<file path="src/rtl/cordic_sincos_scheduler.sv">
// Shares one in-order CORDIC sin/cos core between NREQ requesters.
// A round-robin arbiter issues one angle per cycle through a registered
// issue stage. The requester ID goes into a tag FIFO. Each returning core
// result pops one tag, and the result is steered back to that requester
// with a one-hot response valid.
module cordic_sincos_scheduler #(
  parameter int NREQ         = 4,
  parameter int REQ_W        = 2,
  parameter int MAX_INFLIGHT = 16,
  parameter int CNT_W        = 5
) (
  input  logic                iClk,
  input  logic                iReset_n,
  input  logic [NREQ-1:0]     iReq_valid,
  input  logic [NREQ*32-1:0]  iReq_angle,
  output logic [NREQ-1:0]     oReq_ready,
  output logic                oCore_valid,
  output logic [31:0]         oCore_angle,
  input  logic                iCore_valid,
  input  logic [31:0]         iCore_sin,
  input  logic [31:0]         iCore_cos,
  output logic [NREQ-1:0]     oResp_valid,
  output logic [31:0]         oResp_sin,
  output logic [31:0]         oResp_cos,
  output logic [CNT_W-1:0]    oInflight,
  output logic                oErr_underflow
);

  localparam int PTR_W = $clog2(MAX_INFLIGHT);

  logic [REQ_W-1:0] r_last_grant;
  logic [PTR_W-1:0] r_wr_ptr;
  logic [PTR_W-1:0] r_rd_ptr;
  logic [REQ_W-1:0] r_tag_mem [MAX_INFLIGHT];
  logic [CNT_W-1:0] r_inflight;
  logic             r_err;

  logic             r_core_vld_p1;
  logic [31:0]      r_core_angle_p1;
  logic [NREQ-1:0]  r_resp_vld_p1;
  logic [31:0]      r_resp_sin_p1;
  logic [31:0]      r_resp_cos_p1;

  logic             w_found;
  logic [REQ_W-1:0] w_grant_id;
  logic             w_can_issue;
  logic             w_push;
  logic             w_pop;
  logic [31:0]      w_angle;

  // Count is compared before any same-cycle return, so a full core stays full for that cycle
  assign w_can_issue = (r_inflight < CNT_W'(MAX_INFLIGHT));
  assign w_push      = w_found && w_can_issue;
  // Empty FIFO equals zero in-flight count; a result then is an underflow, not a pop
  assign w_pop       = iCore_valid && (r_inflight != '0);
  assign w_angle     = iReq_angle[int'(w_grant_id)*32 +: 32];

  // Round-robin search starting just after the last granted requester
  always_comb begin
    w_found    = 1'b0;
    w_grant_id = '0;
    oReq_ready = '0;
    for (int k = 1; k <= NREQ; k++) begin
      if (!w_found && iReq_valid[REQ_W'((int'(r_last_grant) + k) % NREQ)]) begin
        w_found    = 1'b1;
        w_grant_id = REQ_W'((int'(r_last_grant) + k) % NREQ);
      end
    end
    if (w_found && w_can_issue) begin
      oReq_ready = NREQ'(1) << w_grant_id;
    end
  end

  // Control state: arbiter pointer, FIFO pointers, in-flight count, error flag
  always_ff @(posedge iClk) begin
    if (!iReset_n) begin
      r_last_grant <= REQ_W'(NREQ - 1);
      r_wr_ptr     <= '0;
      r_rd_ptr     <= '0;
      r_inflight   <= '0;
      r_err        <= 1'b0;
    end else begin
      if (w_push) begin
        r_last_grant <= w_grant_id;
        r_wr_ptr     <= r_wr_ptr + PTR_W'(1);
      end
      if (w_pop) begin
        r_rd_ptr <= r_rd_ptr + PTR_W'(1);
      end
      if (iCore_valid && (r_inflight == '0)) begin
        r_err <= 1'b1;
      end
      case ({w_push, w_pop})
        2'b10:   r_inflight <= r_inflight + CNT_W'(1);
        2'b01:   r_inflight <= r_inflight - CNT_W'(1);
        default: r_inflight <= r_inflight;
      endcase
    end
  end

  // Tag storage holds the requester ID of each outstanding operation
  always_ff @(posedge iClk) begin
    if (w_push) begin
      r_tag_mem[r_wr_ptr] <= w_grant_id;
    end
  end

  // Stage p1: issue register toward the core and response register toward requesters
  always_ff @(posedge iClk) begin
    if (!iReset_n) begin
      r_core_vld_p1   <= 1'b0;
      r_core_angle_p1 <= '0;
      r_resp_vld_p1   <= '0;
      r_resp_sin_p1   <= '0;
      r_resp_cos_p1   <= '0;
    end else begin
      r_core_vld_p1 <= w_push;
      if (w_push) begin
        r_core_angle_p1 <= w_angle;
      end
      r_resp_vld_p1 <= w_pop ? (NREQ'(1) << r_tag_mem[r_rd_ptr]) : '0;
      if (w_pop) begin
        r_resp_sin_p1 <= iCore_sin;
        r_resp_cos_p1 <= iCore_cos;
      end
    end
  end

  assign oCore_valid    = r_core_vld_p1;
  assign oCore_angle    = r_core_angle_p1;
  assign oResp_valid    = r_resp_vld_p1;
  assign oResp_sin      = r_resp_sin_p1;
  assign oResp_cos      = r_resp_cos_p1;
  assign oInflight      = r_inflight;
  assign oErr_underflow = r_err;

endmodule

</file>
<file path="config.mk">
export PLATFORM = sky130hd
export DESIGN_NAME = cordic_sincos_scheduler
export DESIGN_NICKNAME = d
export VERILOG_FILES = /design/src/rtl/cordic_sincos_scheduler.sv
export SDC_FILE = /design/constraint.sdc
export NUM_CORES = 1
export LEC_CHECK = 0
export ABC_AREA = 1
export BUFFER_PORTS_ARGS = -buffer_cell sky130_fd_sc_hd__clkbuf_2
export CORE_MARGIN = 2
export CORE_UTILIZATION = 45
export DETAILED_ROUTE_END_ITERATION = 8
export GPL_ROUTABILITY_DRIVEN = 0
export MAX_ROUTING_LAYER = met4
export PLACE_DENSITY = 0.75
export SYNTH_ARGS = -nofsm -noshare
export SYNTH_HDL_FRONTEND = slang
export SYNTH_SLANG_ARGS = --single-unit
</file>
<file path="constraint.sdc">
create_clock -name iClk -period 3.6 [get_ports iClk]
set_clock_uncertainty 0.1 [all_clocks]
set_input_delay 0.54 -clock iClk [delete_from_list [all_inputs] [get_ports iClk]]
set_output_delay 0.54 -clock iClk [all_outputs]
set_load 0.01 [all_outputs]
</file>
==> Yosys cells after proc, flatten, opt, wreduce, memory -nomap -nowiden <==
Memories as Yosys holds them, arrays and structs flattened. A register that Yosys moved wholly into a read port is not among the register bits.
Index checks and enable logic that the tools add are counted.
W data, S select, Z words.
{ "word_totals": {"regBits": 117, "latch_bits": 0, "ramBits": 32, "rom_bits": 0, "out_inout_bits": 111, "wordCells": 68, "mem_count": 1} }
{ "mem_list": {"columns": ["memory", "depth", "width", "rd", "rd_clocked_by_memory_dff", "write_ports", "line_no", "source"], "rows": [
  ["r_tag_mem", 16, 2, 1, 1, 1, "34", "logic [REQ_W-1:0] r_tag_mem [MAX_INFLIGHT];"]
]} }
{ "classes": {"addsub": 8, "n_mul": 0, "n_div": 0, "n_lt_le_gt_ge": 5, "n_eq_ne": 2, "shift": 3, "n_mux": 26, "bitwise": 0, "n_reduce_logical": 13} }
{ "ops": {"columns": ["cell", "n"], "rows": [
  ["$shiftx A128 B8 Y32", 1],
  ["$lt A2 B4 Y1 const B", 4],
  ["$mux W1", 14],
  ["$mux W4", 3],
  ["$pmux W5 S2", 1],
  ["$add A4 B1 Y4 const B", 2],
  ["$bmux W1 S2", 4],
  ["$mux W2", 4],
  ["$shl A1 B2 Y4 const A", 2],
  ["$logic_and A1 B1 Y1", 6],
  ["$add A5 B1 Y5 const B", 1],
  ["$logic_not A5 Y1", 1],
  ["$lt A5 B5 Y1 const B", 1],
  ["$reduce_bool A5 Y1", 1],
  ["$sub A5 B1 Y5 const B", 1],
  ["$add A2 B1 Y2 const B", 2],
  ["$add A2 B2 Y2 const B", 2],
  ["$logic_not A1 Y1", 3],
  ["$eq A2 B1 Y1 const B", 1],
  ["$eq A2 B2 Y1 const B", 1],
  ["$reduce_and A2 Y1", 1],
  ["$reduce_bool A2 Y1", 1]
]} }

==> Logic depth before layout (Yosys ltp) <==
{ "logic_depth": {"word_depth": 17, "mapped_depth": 20} }

==> Worst setup path before layout <==
OpenSTA, ideal clock, no wires.
{ "synth_timing": {"kind": "in2reg", "from": "in iReq_valid[3]", "to": "reg r_inflight[4], in the netlist oInflight[4]", "arrival_time_ns": 2.482, "required_ns": 3.430, "setup_slack_ns": 0.949, "path_stages": 18, "n_path_buf": 0, "path_cell_list": "nand2_1 > nand2_1 > nand2_1 > nand2_1 > nor2_4 > nand3_4 > nand2_2 > ha_1 > xor2_1 > ha_1 > inv_1 > nand2_1 > nand2_1 > o21ai_0 > a21oi_1 > o21ai_0 > o21ai_0 > a21oi_1"} }
{ "synth_between": {"elab_chain_len": 16, "word_cells_on_any_way": 27, "cone_classes": "eq/ne: 2; mux: 17; reduce/logical: 8"} }
{ "synth_lines": {"columns": ["element", "line_no", "source"], "rows": [
  ["start, declared", "14", "input logic [NREQ-1:0] iReq_valid,"],
  ["$bmux W1 S2", "64", "if (!w_found && iReq_valid[REQ_W'((int'(r_last_grant) + k) % NREQ)]) begin"],
  ["$mux W1 (not written as such) (2 in series)", "64", null],
  ["$mux W1", "64", null],
  ["$logic_not A1 Y1", "64", null],
  ["$logic_and A1 B1 Y1", "64", null],
  ["$mux W1", "64", null],
  ["$logic_not A1 Y1", "64", null],
  ["$logic_and A1 B1 Y1", "64", null],
  ["$mux W1", "64", null],
  ["$logic_not A1 Y1", "64", null],
  ["$logic_and A1 B1 Y1", "64", null],
  ["$mux W1 *", "64", null],
  ["$logic_and A1 B1 Y1 *", "53", "assign w_push = w_found && w_can_issue;"],
  ["$eq A2 B1 Y1 / $eq A2 B2 Y1 (equally long branches)", "93", "case ({w_push, w_pop})"],
  ["$pmux W5 S2 / $reduce_bool A2 Y1 (equally long branches)", null, null],
  ["end signal, assigned", "94", "2'b10: r_inflight <= r_inflight + CNT_W'(1);"],
  ["end signal, assigned", "95", "2'b01: r_inflight <= r_inflight - CNT_W'(1);"],
  ["end signal, assigned", "96", "default: r_inflight <= r_inflight;"],
  ["end, declared", "35", "logic [CNT_W-1:0] r_inflight;"]
]} }
Mark *: on every way between the ends. The rest lies on a longest branch, timed or not. The select of a mux whose other input is x is not followed.
A chain may end at the register's enable or synchronous reset.

==> Final worst setup path <==
{ "layout_timing": {"from": "reg r_last_grant[0]", "to": "reg r_inflight[4], in the netlist oInflight[4]"} }
{ "layout_between": {"elab_chain_len": 17, "word_cells_on_any_way": 31, "cone_classes": "add/sub: 4; eq/ne: 2; mux: 17; reduce/logical: 8"} }
{ "layout_lines": {"columns": ["element", "line_no", "source"], "rows": [
  ["start, declared", "31", "logic [REQ_W-1:0] r_last_grant;"],
  ["start signal, assigned", "77", "r_last_grant <= REQ_W'(NREQ - 1);"],
  ["start signal, assigned", "84", "r_last_grant <= w_grant_id;"],
  ["$add A2 B1 Y2", "64", null],
  ["$bmux W1 S2", "64", null],
  ["$mux W1 (not written as such) (2 in series)", "64", null],
  ["$mux W1", "64", null],
  ["$logic_not A1 Y1", "64", null],
  ["$logic_and A1 B1 Y1", "64", null],
  ["$mux W1", "64", null],
  ["$logic_not A1 Y1", "64", null],
  ["$logic_and A1 B1 Y1", "64", null],
  ["$mux W1", "64", null],
  ["$logic_not A1 Y1", "64", null],
  ["$logic_and A1 B1 Y1", "64", null],
  ["$mux W1 *", "64", null],
  ["$logic_and A1 B1 Y1 *", "53", null],
  ["$eq A2 B1 Y1 / $eq A2 B2 Y1 (equally long branches)", "93", null],
  ["$pmux W5 S2 / $reduce_bool A2 Y1 (equally long branches)", null, null]
]} }
Marked as above.

==> impl_metrics.tcl <==
set metrics [dict create \
    status "completed" \
    power.share.switching_pct 46.5 \
    endpoint "oInflight[4]" \
    hpwl_um 15800 \
    grt_use_total_pct 24.0 \
    syn_to_final_growth_pct 27.3 \
    dpl_cell_area_um2 9330 \
    dp_slack_ns 0.552 \
    grt_pass1_wl_um 34300 \
    cp.required_ns 3.85 \
    setup-violations-final 0 \
    use_met3_pct 4.64 \
    die_w_um 135 \
    synthesis.nets 1332 \
    cts_tree "done" \
    fmax_ghz 0.318 \
    rsz0062_at_grt "false" \
    clock_power_share_pct 18.1 \
    wl_per_cell_um 13.1 \
    ant_nets 0 \
    fin_area_um2 9910 \
    crit_start "r_last_grant[0]" \
    finalSetupTns_ns 0 \
    first_pass_iters 5 \
    vias_per_cell 4.85 \
    globalRouteOverflowTotal 0 \
    post-route-period-util_pct 87.3 \
    remaining_drc_errors 0 \
    fin_ws_ns 0.456 \
    relSlewSlack_pct 40.5 \
    port_buffers 309 \
    p_leak_uw 0.00553 \
    clk_latency_ns 0.42 \
    postCtsHoldBufs 0 \
    seq_power_share_pct 28.3 \
    end_kind "flop" \
    power.density_nw_per_um2 970 \
    finalHoldViolCount 0 \
    htree_num_levels 4 \
    final_layout_size_suffix_gt1_share_pct 26.5 \
    drt_iter0_markers 491 \
    num_vias 7948 \
    die_area_um2 18400 \
    reg2regPathDepth 19 \
    postLayoutCoreUtil_pct 57.9 \
    met2_usage_pct 41.8 \
    path_max_fanout 10 \
    clock_sinks 153 \
    io_pins 310 \
    yosys_warnings 0 \
    start_util_pct 45.4 \
    grt_busiest_layer "met2" \
    fin_nets 1607 \
    antenna_found_initial 0 \
    core_area_um2 17100 \
    die_h_um 135 \
    ys_seq_area_share_pct 43.5 \
    min_path_cells 3 \
    combPwrFrac_pct 53.6 \
    rows 48 \
    grt_max_degree 79 \
    maxCapViolations 0 \
    drt_wl_total_um 21500 \
    worst_setup_path_start_kind "flop" \
    worstMarginPinSlew_ns 0.891 \
    clk_pin_slew_ns 0.07 \
    r2r_slack_ns 0.46 \
    ir_worst_vdd_uv 656 \
    slew_viol_final 0 \
    diodes 0 \
    cts_made_buffers 17 \
    power_uw 9610 \
    r2r-end "oInflight[4]" \
    grt_pass1_vias 7134 \
    synthCells 1125 \
    synth_cell_types 32 \
    syn-cell-area_um2 7780 \
    cts-root-buf "clkbuf_16" \
    crit_type "reg -> reg" \
    power.internal_uw 5140 \
    worstPathArrival_ns 3.39 \
    met1_usage_pct 28.0 \
    ctsResizeCount 0 \
    clockBufferDepth 2 \
    p_sw_uw 4470 \
    reg2reg_from "r_last_grant[0]" \
    ys_ff_latch 153 \
    avgSynthCellArea_um2 6.91 \
    fin_crit_ns 3.14 \
    hold_path_class "in -> reg" \
    postCtsSetupBuffers 0 \
]
[metal layers]
metal,share of wire [%],up-vias
li1,-,4058
met1,41,3562
met3,6.0,38
met2,51,290
met4,2.0,0
met5,0,-
[worst min path at each step]
stage / startpoint / endpoint / slack [ns]
6_report: iCore_cos[14] / oResp_cos[14] / 0.26
5_1_grt: iCore_cos[7] / oResp_cos[7] / 0.26
4_1_cts: iCore_sin[8] / oResp_sin[8] / 0.25
3_5_place_dp: oErr_underflow / oErr_underflow / 0.36
3_3_place_gp: oErr_underflow / oErr_underflow / 0.34
2_1_floorplan: r_rd_ptr[2] / flop / 0.36
[state kept, by name (all words and copies together) (netlist names), 2 cells and up, named ones only]
register	count
oResp_cos	32
r_last_grant	2
oCore_angle	32
oInflight	5
r_tag_mem	32
oResp_valid	4
r_rd_ptr	4
oResp_sin	32
r_wr_ptr	4
[metrics by stage]
stage               std cells  hold WS (ns)
floorplan                1125         0.364
detailed placement       1606         0.356
global route             1638         0.260
CTS                      1638         0.246
finish                   1638         0.264
global placement         1606         0.339
[cell usage after synthesis]
master	instances	area, µm²
o211ai_1	11	82.6
buf_2	23	115
nand2_1	148	556
o21a_1	1	7.51
dfxtp_1	121	2420
nand2_2	10	62.6
a31o_2	1	8.76
o21ai_2	1	8.76
xor2_1	2	17.5
mux2i_1	8	80.1
clkinv_1	1	3.75
buf_1	1	3.75
buf_6	11	124
buf_4	1	7.51
clkbuf_1	27	101
edfxtp_1	32	961
buf_12	1	20.0
o21ai_0	85	425
nor3_1	2	10.0
inv_2	6	22.5
nand3_2	1	10.0
a21oi_1	18	90.1
ha_1	8	100
xnor2_1	1	8.76
nand4_1	6	37.5
o221ai_1	1	8.76
nor2_1	227	852
nand3_4	1	17.5
inv_6	1	8.76
inv_1	194	728
nor2_4	1	11.3
nand3_1	173	866
[power by group through the flow]
stage | clock [µW] | combinational (µW) | sequential, µW
6_report | 1740 | 5150 | 2720
5_1_grt | 1860 | 5840 | 2780
4_1_cts | 1780 | 5190 | 2720
3_5_place_dp | 0 | 5160 | 2750
3_3_place_gp | 0 | 5090 | 2730
2_1_floorplan | 0 | 3850 | 2860
[placed cells by master (no fill, tap or decap), types with 17 or more instances in the layout]
cell	instances
edfxtp_1	32
nor2_1	227
dfxtp_1	121
nand2_1	148
nand3_1	173
o21ai_0	85
a21oi_1	18
inv_1	194
clkbuf_16	17
clkbuf_2	309
[worst max-delay path: stages, from the launching register on]
cell and delay (ns):
dfxtp_1 0.58, inv_6 0.10, nand2_2 0.08, nand2_1 0.07, nand2_1 0.10, nand2_1 0.09
nor2_4 0.14, nand3_4 0.10, nand2_2 0.16, ha_1 0.30, xor2_1 0.25, ha_1 0.19
inv_1 0.04, nand2_1 0.08, nand2_1 0.06, o21ai_0 0.21, a21oi_1 0.09, o21ai_0 0.10
o21ai_0 0.10, a21oi_1 0.15
[cell type report]
type / count / area, µm²
clock buffers: 19 / 443
clock inverters: 13 / 133
fillers: 1642 / 7210
inverters: 202 / 763
multi-input cells: 706 / 3260
flip-flops and latches: 153 / 3380
well taps: 225 / 282
repair buffers: 320 / 1640
[cells by family (layout without fill, tap and decap cells)]
logic type	Yosys count	after routing	synth area share, %
simple gates	569	569	31.1
flops	153	153	43.5
compound gates	118	118	8.12
mux	8	8	1.03
buf+inv	266	554	14.6
xor+xnor	3	3	0.338
fa+ha+maj	8	8	1.29
Note: power is estimated with default switching activity, not from simulation.
